==> src/rtl/xmpl_dsp_pkg.sv <==
// Shared types and layout constants for the DSP stage sequencer.
package xmpl_dsp_pkg;

  // Sequencer states, 3-bit encoding leaves room for future states.
  typedef enum logic [2:0] {
    IDLE = 3'd0,
    RUN  = 3'd1,
    DONE = 3'd2,
    ERR  = 3'd3
  } seq_state_e;

  // state_o layout: {state[STATE_FIELD_W-1:0], stage index[IDX_W-1:0]}
  localparam int STATE_FIELD_W = 3;

  // Stage index width; at least one bit even for a single stage.
  function automatic int idx_width(input int n);
    return (n > 1) ? $clog2(n) : 1;
  endfunction

endpackage

==> src/rtl/xmpl_dsp_next_stage.sv <==
// Combinational priority finder over the active-stage mask: lowest active
// index overall and lowest active index strictly above the current one.
module xmpl_dsp_next_stage
  import xmpl_dsp_pkg::*;
#(
  parameter int N     = 3,
  parameter int IDX_W = 2
) (
  input  logic [N-1:0]     mask_i,
  input  logic [IDX_W-1:0] idx_i,
  output logic [IDX_W-1:0] next_idx_o,
  output logic             next_found_o,
  output logic [IDX_W-1:0] low_idx_o,
  output logic             any_o
);

  // Scan high to low so the last hit is the lowest qualifying index.
  always_comb begin
    next_idx_o   = '0;
    next_found_o = 1'b0;
    low_idx_o    = '0;
    any_o        = 1'b0;
    for (int i = N - 1; i >= 0; i--) begin
      if (mask_i[i]) begin
        low_idx_o = IDX_W'(i);
        any_o     = 1'b1;
        if (IDX_W'(i) > idx_i) begin
          next_idx_o   = IDX_W'(i);
          next_found_o = 1'b1;
        end
      end
    end
  end

endmodule

==> src/rtl/xmpl_dsp_seq.sv <==
// DSP stage sequencer: enables one stage at a time in index order over an
// enable/done handshake, with bypass mask, single-shot/continuous modes,
// per-stage timeout with error capture and a saturating pass counter.
module xmpl_dsp_seq
  import xmpl_dsp_pkg::*;
#(
  parameter int NUM_STAGES = 3,
  parameter int TIMEOUT    = 1024,
  parameter int TO_W       = 16,
  parameter int LOOP_W     = 16,
  localparam int IDX_W     = idx_width(NUM_STAGES)
) (
  input  logic                           clk_i,
  input  logic                           reset_n_i,
  input  logic                           en_i,
  input  logic                           cont_mode_i,
  input  logic [NUM_STAGES-1:0]          bypass_i,
  input  logic [NUM_STAGES-1:0]          stage_done_i,
  output logic [NUM_STAGES-1:0]          en_stage_o,
  output logic                           done_o,
  output logic                           err_o,
  output logic [IDX_W-1:0]               err_stage_o,
  output logic [LOOP_W-1:0]              loop_cnt_o,
  output logic [STATE_FIELD_W+IDX_W-1:0] state_o
);

  // Timer value on the last allowed RUN cycle of a stage (unused when TIMEOUT=0).
  localparam logic [TO_W-1:0] TO_LAST = TO_W'(TIMEOUT - 1);

  seq_state_e              state_q, state_d;
  logic [IDX_W-1:0]        idx_q, idx_d;
  logic [TO_W-1:0]         timer_q, timer_d;
  logic [NUM_STAGES-1:0]   bypass_q, bypass_d;
  logic [LOOP_W-1:0]       loop_q, loop_d;
  logic [IDX_W-1:0]        err_stage_q, err_stage_d;
  logic [NUM_STAGES-1:0]   en_stage_q, en_stage_d;
  logic                    done_q, done_d;
  logic                    err_q, err_d;

  logic [NUM_STAGES-1:0]   act_mask;
  logic [IDX_W-1:0]        nxt_idx, low_idx;
  logic                    nxt_found, any_act;
  logic                    cur_done;

  function automatic logic [NUM_STAGES-1:0] onehot(input logic [IDX_W-1:0] i);
    return NUM_STAGES'(1) << i;
  endfunction

  function automatic logic [LOOP_W-1:0] sat_inc(input logic [LOOP_W-1:0] v);
    return (v == '1) ? v : v + 1'b1;
  endfunction

  // In IDLE the live bypass input decides the first stage; afterwards the latched copy.
  assign act_mask = (state_q == IDLE) ? ~bypass_i : ~bypass_q;
  assign cur_done = |(stage_done_i & onehot(idx_q));

  xmpl_dsp_next_stage #(
    .N     (NUM_STAGES),
    .IDX_W (IDX_W)
  ) u_next (
    .mask_i       (act_mask),
    .idx_i        (idx_q),
    .next_idx_o   (nxt_idx),
    .next_found_o (nxt_found),
    .low_idx_o    (low_idx),
    .any_o        (any_act)
  );

  // Next-state, index, timer and counter decisions.
  always_comb begin
    state_d     = state_q;
    idx_d       = idx_q;
    timer_d     = timer_q;
    bypass_d    = bypass_q;
    loop_d      = loop_q;
    err_stage_d = err_stage_q;
    if (!en_i) begin
      state_d = IDLE;
      idx_d   = '0;
      timer_d = '0;
    end else begin
      unique case (state_q)
        IDLE: begin
          bypass_d = bypass_i;
          loop_d   = '0;
          timer_d  = '0;
          if (any_act) begin
            state_d     = RUN;
            idx_d       = low_idx;
            err_stage_d = '0;
          end else begin
            state_d = DONE;
          end
        end
        RUN: begin
          if (cur_done) begin
            timer_d = '0;
            if (nxt_found) begin
              idx_d = nxt_idx;
            end else if (cont_mode_i) begin
              idx_d  = low_idx;
              loop_d = sat_inc(loop_q);
            end else begin
              state_d = DONE;
            end
          end else if ((TIMEOUT != 0) && (timer_q == TO_LAST)) begin
            state_d     = ERR;
            err_stage_d = idx_q;
          end else begin
            timer_d = timer_q + 1'b1;
          end
        end
        DONE, ERR: begin
          state_d = state_q;
        end
        default: begin
          state_d = IDLE;
        end
      endcase
    end
    en_stage_d = (state_d == RUN) ? onehot(idx_d) : '0;
    done_d     = (state_d == DONE);
    err_d      = (state_d == ERR);
  end

  // State and registered outputs; reset clears everything asynchronously.
  always_ff @(posedge clk_i or negedge reset_n_i) begin
    if (!reset_n_i) begin
      state_q     <= IDLE;
      idx_q       <= '0;
      timer_q     <= '0;
      bypass_q    <= '0;
      loop_q      <= '0;
      err_stage_q <= '0;
      en_stage_q  <= '0;
      done_q      <= 1'b0;
      err_q       <= 1'b0;
    end else begin
      state_q     <= state_d;
      idx_q       <= idx_d;
      timer_q     <= timer_d;
      bypass_q    <= bypass_d;
      loop_q      <= loop_d;
      err_stage_q <= err_stage_d;
      en_stage_q  <= en_stage_d;
      done_q      <= done_d;
      err_q       <= err_d;
    end
  end

  assign en_stage_o  = en_stage_q;
  assign done_o      = done_q;
  assign err_o       = err_q;
  assign err_stage_o = err_stage_q;
  assign loop_cnt_o  = loop_q;
  assign state_o     = {state_q, idx_q};

endmodule

==> config.mk <==
export PLATFORM = sky130hd
export DESIGN_NAME = xmpl_dsp_seq
export DESIGN_NICKNAME = d
export VERILOG_FILES = /design/src/rtl/xmpl_dsp_pkg.sv /design/src/rtl/xmpl_dsp_next_stage.sv /design/src/rtl/xmpl_dsp_seq.sv
export SDC_FILE = /design/constraint.sdc
export NUM_CORES = 1
export LEC_CHECK = 0
export CORE_UTILIZATION = 59
export CTS_CLUSTER_DIAMETER = 50
export DETAILED_ROUTE_END_ITERATION = 6
export GPL_ROUTABILITY_DRIVEN = 0
export MAX_ROUTING_LAYER = met4
export PLACE_DENSITY = 0.95
export SLEW_MARGIN = 20
export SYNTH_ARGS = -nofsm -noshare
export SYNTH_HDL_FRONTEND = slang
export SYNTH_HIERARCHICAL = 1
export SYNTH_SLANG_ARGS = --single-unit
==> constraint.sdc <==
create_clock -name clk_i -period 6.45 [get_ports clk_i]
set_input_delay 1.29 -clock clk_i [delete_from_list [all_inputs] [get_ports clk_i]]
set_output_delay 1.29 -clock clk_i [all_outputs]
set_load 0.02 [all_outputs]
# After elaboration in Yosys (flattened, before gate mapping)
# Cells that the tools add are included.
dict set report word_totals {
  register_bits 47
  in_bits 10
  out_inout_bits 28
  word_cells 90
}
dict set report classes {
  addsub 2
  magnitude_cmp 3
  eq_ne 17
  n_shift 2
  mux 46
  bitwise 3
  reduce_logical 8
}
# cell count
set op_table {}
lappend op_table {{two-way mux 16 bit} 7}
lappend op_table {{case mux 16 bit (2 select lines)} 2}
lappend op_table {{two-way mux 2 bit} 18}
lappend op_table {{adder 16 x 1 -> 16 bit, second input constant} 2}
lappend op_table {{two-way mux 3 bit} 7}
lappend op_table {{== test 16 x 10 -> 1 bit, second input constant} 1}
lappend op_table {{== test 16 bit, second input constant} 1}
lappend op_table {{!= test 2 bit, second input constant} 7}
lappend op_table {{== test 3 x 2 -> 1 bit, second input constant} 4}
lappend op_table {{two-way mux 1 bit} 9}
lappend op_table {{case mux 3 bit (3 select lines)} 1}
lappend op_table {{case mux 2 bit (2 select lines)} 2}
lappend op_table {{== test 3 x 1 -> 1 bit, second input constant} 2}
lappend op_table {{inverter 3 bit} 2}
lappend op_table {{AND reduction 6 bit} 1}
lappend op_table {{left shift 1 x 2 -> 3 bit, first input constant} 2}
lappend op_table {{AND reduction 5 bit} 1}
lappend op_table {{> comparator 1 x 2 -> 1 bit, first input constant} 2}
lappend op_table {{!= test 4 bit, second input constant} 1}
lappend op_table {{AND reduction 2 bit} 2}
lappend op_table {{AND 3 bit} 1}
lappend op_table {{logical NOT 3 bit} 1}
lappend op_table {{!= test 3 x 1 -> 1 bit, second input constant} 1}
lappend op_table {{OR reduction 3 bit} 1}
lappend op_table {{3 further kinds} 3}

# Longest topological paths before layout
dict set report logic_depth {
  depth_word 13
  depth_mapped 12
  depth_no_buf 10
}

# Hierarchy
# Netlist, hierarchy kept.
# module n_inst cells_each area_each_um2
set modules_own_cells {}
lappend modules_own_cells {xmpl_dsp_seq 1 293 2705.1}
lappend modules_own_cells {xmpl_dsp_next_stage 1 8 43.8}

# Worst setup path before layout
# OpenSTA, ideal clock, no wires.
dict set report synth_path {
  path_kind {input-to-reg}
  start {input port bypass_i[1]}
  end {register en_stage_q[1] (netlist: en_stage_o[1])}
  arrival_time_ps 2923
  required_ps 6362
  slack_ps 3439
  path_stages 7
  path_buffers 0
  path_cell_list {mux2i_1 -> nand2b_1 -> a21oi_1 -> nor2_1 -> a41oi_1 -> or4b_1 -> nor3b_1}
}
dict set report synth_between {
  elab_chain_len 11
}
# item line_no
set synth_lines {}
lappend synth_lines {{from (decl)} xmpl_dsp_seq.sv:17} ;# input logic [NUM_STAGES-1:0] bypass_i,
lappend synth_lines {{inverter 3 bit (*)} xmpl_dsp_seq.sv:54} ;# assign act_mask = (state_q == IDLE) ? ~bypass_i : ~bypass_q;
lappend synth_lines {{two-way mux 3 bit (*)} xmpl_dsp_seq.sv:54}
lappend synth_lines {{two-way mux 1 bit (*)} xmpl_dsp_next_stage.sv:24} ;# if (mask_i[i]) begin
lappend synth_lines {{two-way mux 1 bit} xmpl_dsp_next_stage.sv:27} ;# if (IDX_W'(i) > idx_i) begin
lappend synth_lines {{two-way mux 1 bit (*)} xmpl_dsp_next_stage.sv:24}
lappend synth_lines {{net nxt_found} xmpl_dsp_seq.sv:42} ;# logic nxt_found, any_act;
lappend synth_lines {{two-way mux 3 bit / two-way mux 2 bit (equally long branches)} xmpl_dsp_seq.sv:98} ;# if (nxt_found) begin
lappend synth_lines {{two-way mux 3 bit / two-way mux 2 bit (equally long branches)} xmpl_dsp_seq.sv:96} ;# if (cur_done) begin
lappend synth_lines {{case mux 3 bit (3 select lines) / case mux 2 bit (2 select lines) (equally long branches)} xmpl_dsp_seq.sv:82} ;# unique case (state_q)
lappend synth_lines {{two-way mux 3 bit / two-way mux 2 bit (equally long branches)} xmpl_dsp_seq.sv:77} ;# if (!en_i) begin
lappend synth_lines {{== test 3 x 1 -> 1 bit / left shift 1 x 2 -> 3 bit (equally long branches)} {xmpl_dsp_seq.sv:121, xmpl_dsp_seq.sv:46}}
lappend synth_lines {{two-way mux 3 bit (*)} xmpl_dsp_seq.sv:121} ;# en_stage_d = (state_d == RUN) ? onehot(idx_d) : '0;
lappend synth_lines {{net en_stage_d[1]} xmpl_dsp_seq.sv:36} ;# logic [NUM_STAGES-1:0] en_stage_q, en_stage_d;
lappend synth_lines {{to (signal assigned)} xmpl_dsp_seq.sv:145} ;# en_stage_q <= en_stage_d;
lappend synth_lines {{to (decl)} xmpl_dsp_seq.sv:36}
# The timed path passes the listed nets; every way through them passes the cells marked *.
# A chain may end at the register's enable or synchronous reset.

# Final worst setup path
dict set report layout_path {
  start {input port en_i}
  end {register loop_q[13] (netlist: loop_cnt_o[13])}
}
dict set report layout_between {
  elab_chain_len 1
}
# item line_no
set layout_lines {}
lappend layout_lines {{from (decl)} xmpl_dsp_seq.sv:15} ;# input logic en_i,
lappend layout_lines {{AND reduction 6 bit (no source line)} n/a}
lappend layout_lines {{to (signal assigned)} xmpl_dsp_seq.sv:143} ;# loop_q <= loop_d;
lappend layout_lines {{to (decl)} xmpl_dsp_seq.sv:34} ;# logic [LOOP_W-1:0] loop_q, loop_d;
# No other way between the ends.

==> tab_implementation.tex <==
\begin{tabular}{lr}
\hline
Metric & Value \\
\hline
\multicolumn{2}{l}{\textbf{Worst setup path}} \\
\quad Critical path launch point type & input pin \\
\quad Crit path kind & input pin to flop \\
\quad Capture point of the worst reg-to-reg path & en\_stage\_o[1]\$\_DFF\_PN0\_ \\
\quad Maximum fanout encountered on the critical timing path & 16 \\
\quad Launch instance of the worst register-to-register path & state\_q[2]\$\_DFF\_PN0\_ \\
\quad Type of destination of the critical path & flop \\
\quad Slowest stage cell, crit path & clkdlybuf4s50\_1 \\
\quad Endpoint of the most critical setup path & loop\_cnt\_o[13]\$\_DFFE\_PN0P\_ \\
\quad R2r setup slk & 3160 ps \\
\quad Maximum cell stage delay along the critical path & 810 ps \\
\quad CP required & 6670 ps \\
\quad Crit path DAT & between 3000 and 4000 ps \\
\quad Crit path cell chain & clkdlybuf4s50\_1 > or3b\_1 > a211oi\_4 > nand4b\_1 > or4\_1 > a21oi\_1 \\
\quad Cell depth of the worst flop-to-flop path & 9 \\
\quad Critical Path Source & en\_i \\
\multicolumn{2}{l}{\textbf{Floorplan}} \\
\quad Number of ports placed on the die boundary & 38 \\
\quad Initial standard-cell utilization of the core & 0.623 \\
\quad Die area & between 4000 and 5000 um2 \\
\quad Cell row count & 24 \\
\quad Horiz. Die Dim & 70.3 um \\
\quad Die Ht & 70.3 um \\
\quad Core area & 4410 um2 \\
\multicolumn{2}{l}{\textbf{Detailed routing}} \\
\quad Routed length per placed instance & 17.1 um \\
\quad Vias per inst & 6.69 \\
\quad Final routed DRC violation total & 1 \\
\quad Number of design-rule violations left by the first detailed-router iteration & $\sim$250 \\
\quad Detailed-routing iteration count for the pre-antenna-repair pass & 7 \\
\quad Via total after detailed routing & 2589 \\
\quad Count of antenna-violating nets left after detailed routing & 0 \\
\quad Routed wire length & $\sim$6600 um \\
\multicolumn{2}{l}{\textbf{Power}} \\
\quad Switching part of the total & 0.282 \\
\quad Net switching power & 0.000159 W \\
\quad Cell internal pwr & 0.000405 W \\
\quad Static power due to leakage & between 1 and 1.5 nW \\
\quad Combinational cell fraction of total power & 0.151 \\
\quad Maximum vdd ir drop & 0.121 mV \\
\quad Seq pwr share & 0.552 \\
\quad Proportion of power drawn by the clock network & 0.297 \\
\quad Pwr dens & 175 nW/um2 \\
\multicolumn{2}{l}{\textbf{GRT}} \\
\quad Global-route usage over all layers & 0.295 \\
\quad First-pass GRT wire length & 11300 um \\
\quad Number of antenna violations at the first check in global routing & 0 \\
\quad Via count of the first global-routing pass & 2448 \\
\quad Maximum number of pins on one net before global-route repair & 48 \\
\quad Total congestion overflow after global routing & 0 \\
\multicolumn{2}{l}{\textbf{Placement}} \\
\quad \# port buffers & 37 \\
\quad Sum of net half-perimeters after detailed placement & 4610 um \\
\multicolumn{2}{l}{\textbf{Layout}} \\
\quad N\_diodes & 0 \\
\quad Final \#Nets & approximately 350 \\
\quad Layout cell share with drive strength beyond 1 & 0.0567 \\
\quad Final standard cell utilization of the core & 0.730 \\
\quad Area added between synthesis and finish & 17.2\% \\
\multicolumn{2}{l}{\textbf{Clocking}} \\
\quad Depth of the CTS H-tree & 2 \\
\quad Clock Sink Count & 47 \\
\quad Cts-stage hold buffer count & 0 \\
\quad Clock network latency to the later pin of the worst-skew pair & 300 ps \\
\quad Number of buffers created by CTS & 5 \\
\quad Clock tree from TritonCTS & yes \\
\quad Clock Tree Buf Depth & 2 \\
\quad Resized Gates After CTS & 0 \\
\quad Setup fix buffers added after clock tree synthesis & 0 \\
\quad CTS Root Buffer Type & clkbuf\_8 \\
\quad Clock edge transition at the registers on the reported setup and hold paths & about 80 ps \\
\multicolumn{2}{l}{\textbf{Hold path}} \\
\quad HP Class & flop to flop \\
\multicolumn{2}{l}{\textbf{Synthesis}} \\
\quad Synthesized area & 2750 um2 \\
\quad Async S/R FF share, synth & 1.00 \\
\quad Biggest area consumer among synthesized cells & dfrtp\_1 \\
\quad Count of state elements after synthesis & 47 \\
\quad Number of synthesis warnings & 6 \\
\quad Gate count of the mapped netlist & 301 \\
\quad Post-synthesis average cell area & 9.13 um2 \\
\quad Count of flip-flops with a built-in enable after synthesis & 0 \\
\quad Area share of the largest cell type after synthesis & 0.428 \\
\quad Total nets after synthesis & 313 \\
\quad Top\_reg\_cell synth & dfrtp\_1 \\
\quad Top cells by area in the synthesized netlist & dfrtp\_1 43\%, nand2\_1 4.5\%, a21oi\_1 4.4\% \\
\quad Post-synthesis cell type count & 59 \\
\quad Portion of the post-synthesis area used by sequential elements & 0.428 \\
\multicolumn{2}{l}{\textbf{Timing}} \\
\quad Worst-Margin Slew & 688 ps \\
\quad Max Transition Viols Final & 0 \\
\quad Unrepaired setup endpoints after global routing & no \\
\quad Hold Vio Cnt, Final & 0 \\
\quad Hold WS & 489 ps \\
\quad Highest Clock Rate & 0.270 GHz \\
\quad Headroom to the max-slew limit & 0.541 \\
\quad Post-Route Setup TNS & 0 ps \\
\quad Minimum period implied by the final worst setup slack & 3700 ps \\
\quad Maximum clock skew at final layout & 7.15 ps \\
\quad Final Cycle Share & 0.574 \\
\quad Number of endpoints failing setup at the final stage & 0 \\
\multicolumn{2}{l}{\textbf{Run status}} \\
\quad Run status & finished, violations left \\
\quad Violations in the final reports & design-rule violations \\
\multicolumn{2}{l}{\textbf{Run}} \\
\quad Maximum Capacitance Violations & 0 \\
\hline
\end{tabular}
-- routing by layer --
metal  GRT usage  vias to the layer above  routed length (um)  part of all wire
met5           -                        -                   0                 0
met4       0.102                        0                  99             0.015
met3      0.0563                       12                 416             0.063
met2       0.467                      113                3240              0.49
met1       0.383                     1263                2850              0.43
li1            -                     1201                   -                 -
-- worst min-delay path by stage --
stage	startpoint	to	slack, ps	cells past startpoint
finish	bypass_q[0]$_DFFE_PN0P_	bypass_q[0]$_DFFE_PN0P_	490	2
global route	bypass_q[0]$_DFFE_PN0P_	bypass_q[0]$_DFFE_PN0P_	540	2
CTS	bypass_q[0]$_DFFE_PN0P_	bypass_q[0]$_DFFE_PN0P_	500	2
detailed placement	bypass_q[2]$_DFFE_PN0P_	bypass_q[2]$_DFFE_PN0P_	470	2
global placement	bypass_q[2]$_DFFE_PN0P_	bypass_q[2]$_DFFE_PN0P_	460	2
floorplan	bypass_q[0]$_DFFE_PN0P_	bypass_q[0]$_DFFE_PN0P_	440	2
-- placed cells by master, fill, tap and decap left out, drive strengths merged, types with 2 or more instances in the layout --
cell type	count
dfrtp	47
clkdlybuf4s50	36
nand2	33
a21oi	24
nor2	19
o21ai	18
or3	16
nand3	14
nand4	10
nor2b	7
inv	7
o31ai	7
and2	6
nor3	6
mux2i	6
o211ai	6
clkbuf	5
nor3b	5
nand2b	4
and3	4
xor2	4
or4	4
mux2	4
and4	3
a2111oi	3
a211oi	3
or2	3
nor4	3
o22ai	2
a41oi	2
or4b	2
a32o	2
o311ai	2
ha	2
-- synth_stat cells, types with 3 or more instances --
master / instances
nor2_1: 19
clkbuf_1: 3
nand3_1: 14
a2111oi_0: 3
or3_1: 16
and2_1: 6
nand4_1: 10
buf_2: 5
a21oi_1: 24
and4_1: 3
inv_1: 7
o31ai_1: 6
nor3b_1: 4
o211ai_1: 5
nand2_1: 33
and3_1: 4
xor2_1: 4
or4_1: 4
nor2b_1: 7
mux2i_1: 5
dfrtp_1: 47
o21ai_0: 16
nand2b_1: 4
nor3_1: 6
-- kinds of logic (layout without fill, tap and decap cells) --
family | count (synthesis) | after routing | share of synthesized area
multiplexers | 10 | 10 | 0.0396
AND/OR/NAND/NOR | 144 | 144 | 0.289
AO/OA/AOI/OAI | 77 | 77 | 0.196
XOR/XNOR | 4 | 4 | 0.0127
other | 1 | 1 | 0.00136
flip-flops | 47 | 47 | 0.428
buffers and inverters | 16 | 50 | 0.0241
adder cells (fa/ha/maj) | 2 | 2 | 0.00910
-- critical path, delay by kind of cell --
| kind | cells | cell delay [ps] |
|---|---|---|
| AOI/OAI and AO/OA | 2 | 400 |
| buffers and inverters | 1 | 810 |
| and+or+nand+nor | 3 | 1410 |
-- power groups by stage --
| stage | logic [W] | clock network [W] | registers (W) |
|---|---|---|---|
| CTS | 0.0000842 | 0.000172 | 0.000311 |
| global placement | 0.0000813 | 0 | 0.000316 |
| global route | 0.0000935 | 0.000182 | 0.000312 |
| detailed placement | 0.0000835 | 0 | 0.000316 |
| floorplan | 0.0000542 | 0 | 0.000316 |
| finish | 0.0000852 | 0.000167 | 0.000311 |
-- through the flow --
step,cells,power (W),cell area [um2],worst slack [ps]
2_1_floorplan,301,0.000370,2750,3440
3_3_place_gp,381,0.000397,3140,2630
6_report,387,0.000563,3220,2750
4_1_cts,387,0.000566,3220,2820
3_5_place_dp,381,0.000400,3140,2510
5_1_grt,387,0.000588,3220,2610
-- flip-flops by register name, summed over array words and instances, names as in the netlist --
name / flops
idx_q: 2
state_q: 3
bypass_q: 3
timer_q: 16
en_stage_o: 3
loop_cnt_o: 16
err_o: 1
err_stage_o: 2
done_o: 1
-- cell type report --
| class | count | area (um2) |
|---|---|---|
| multi-input combinational | 238 | 1510 |
| fill | 315 | 1190 |
| sequential | 47 | 1180 |
| timing repair buffer | 37 | 368 |
| clock buffer | 5 | 68.8 |
| tap | 52 | 65.1 |
| inverter | 7 | 26.3 |
| clock inverter | 1 | 7.51 |
Power figures use the tool's default switching activity.
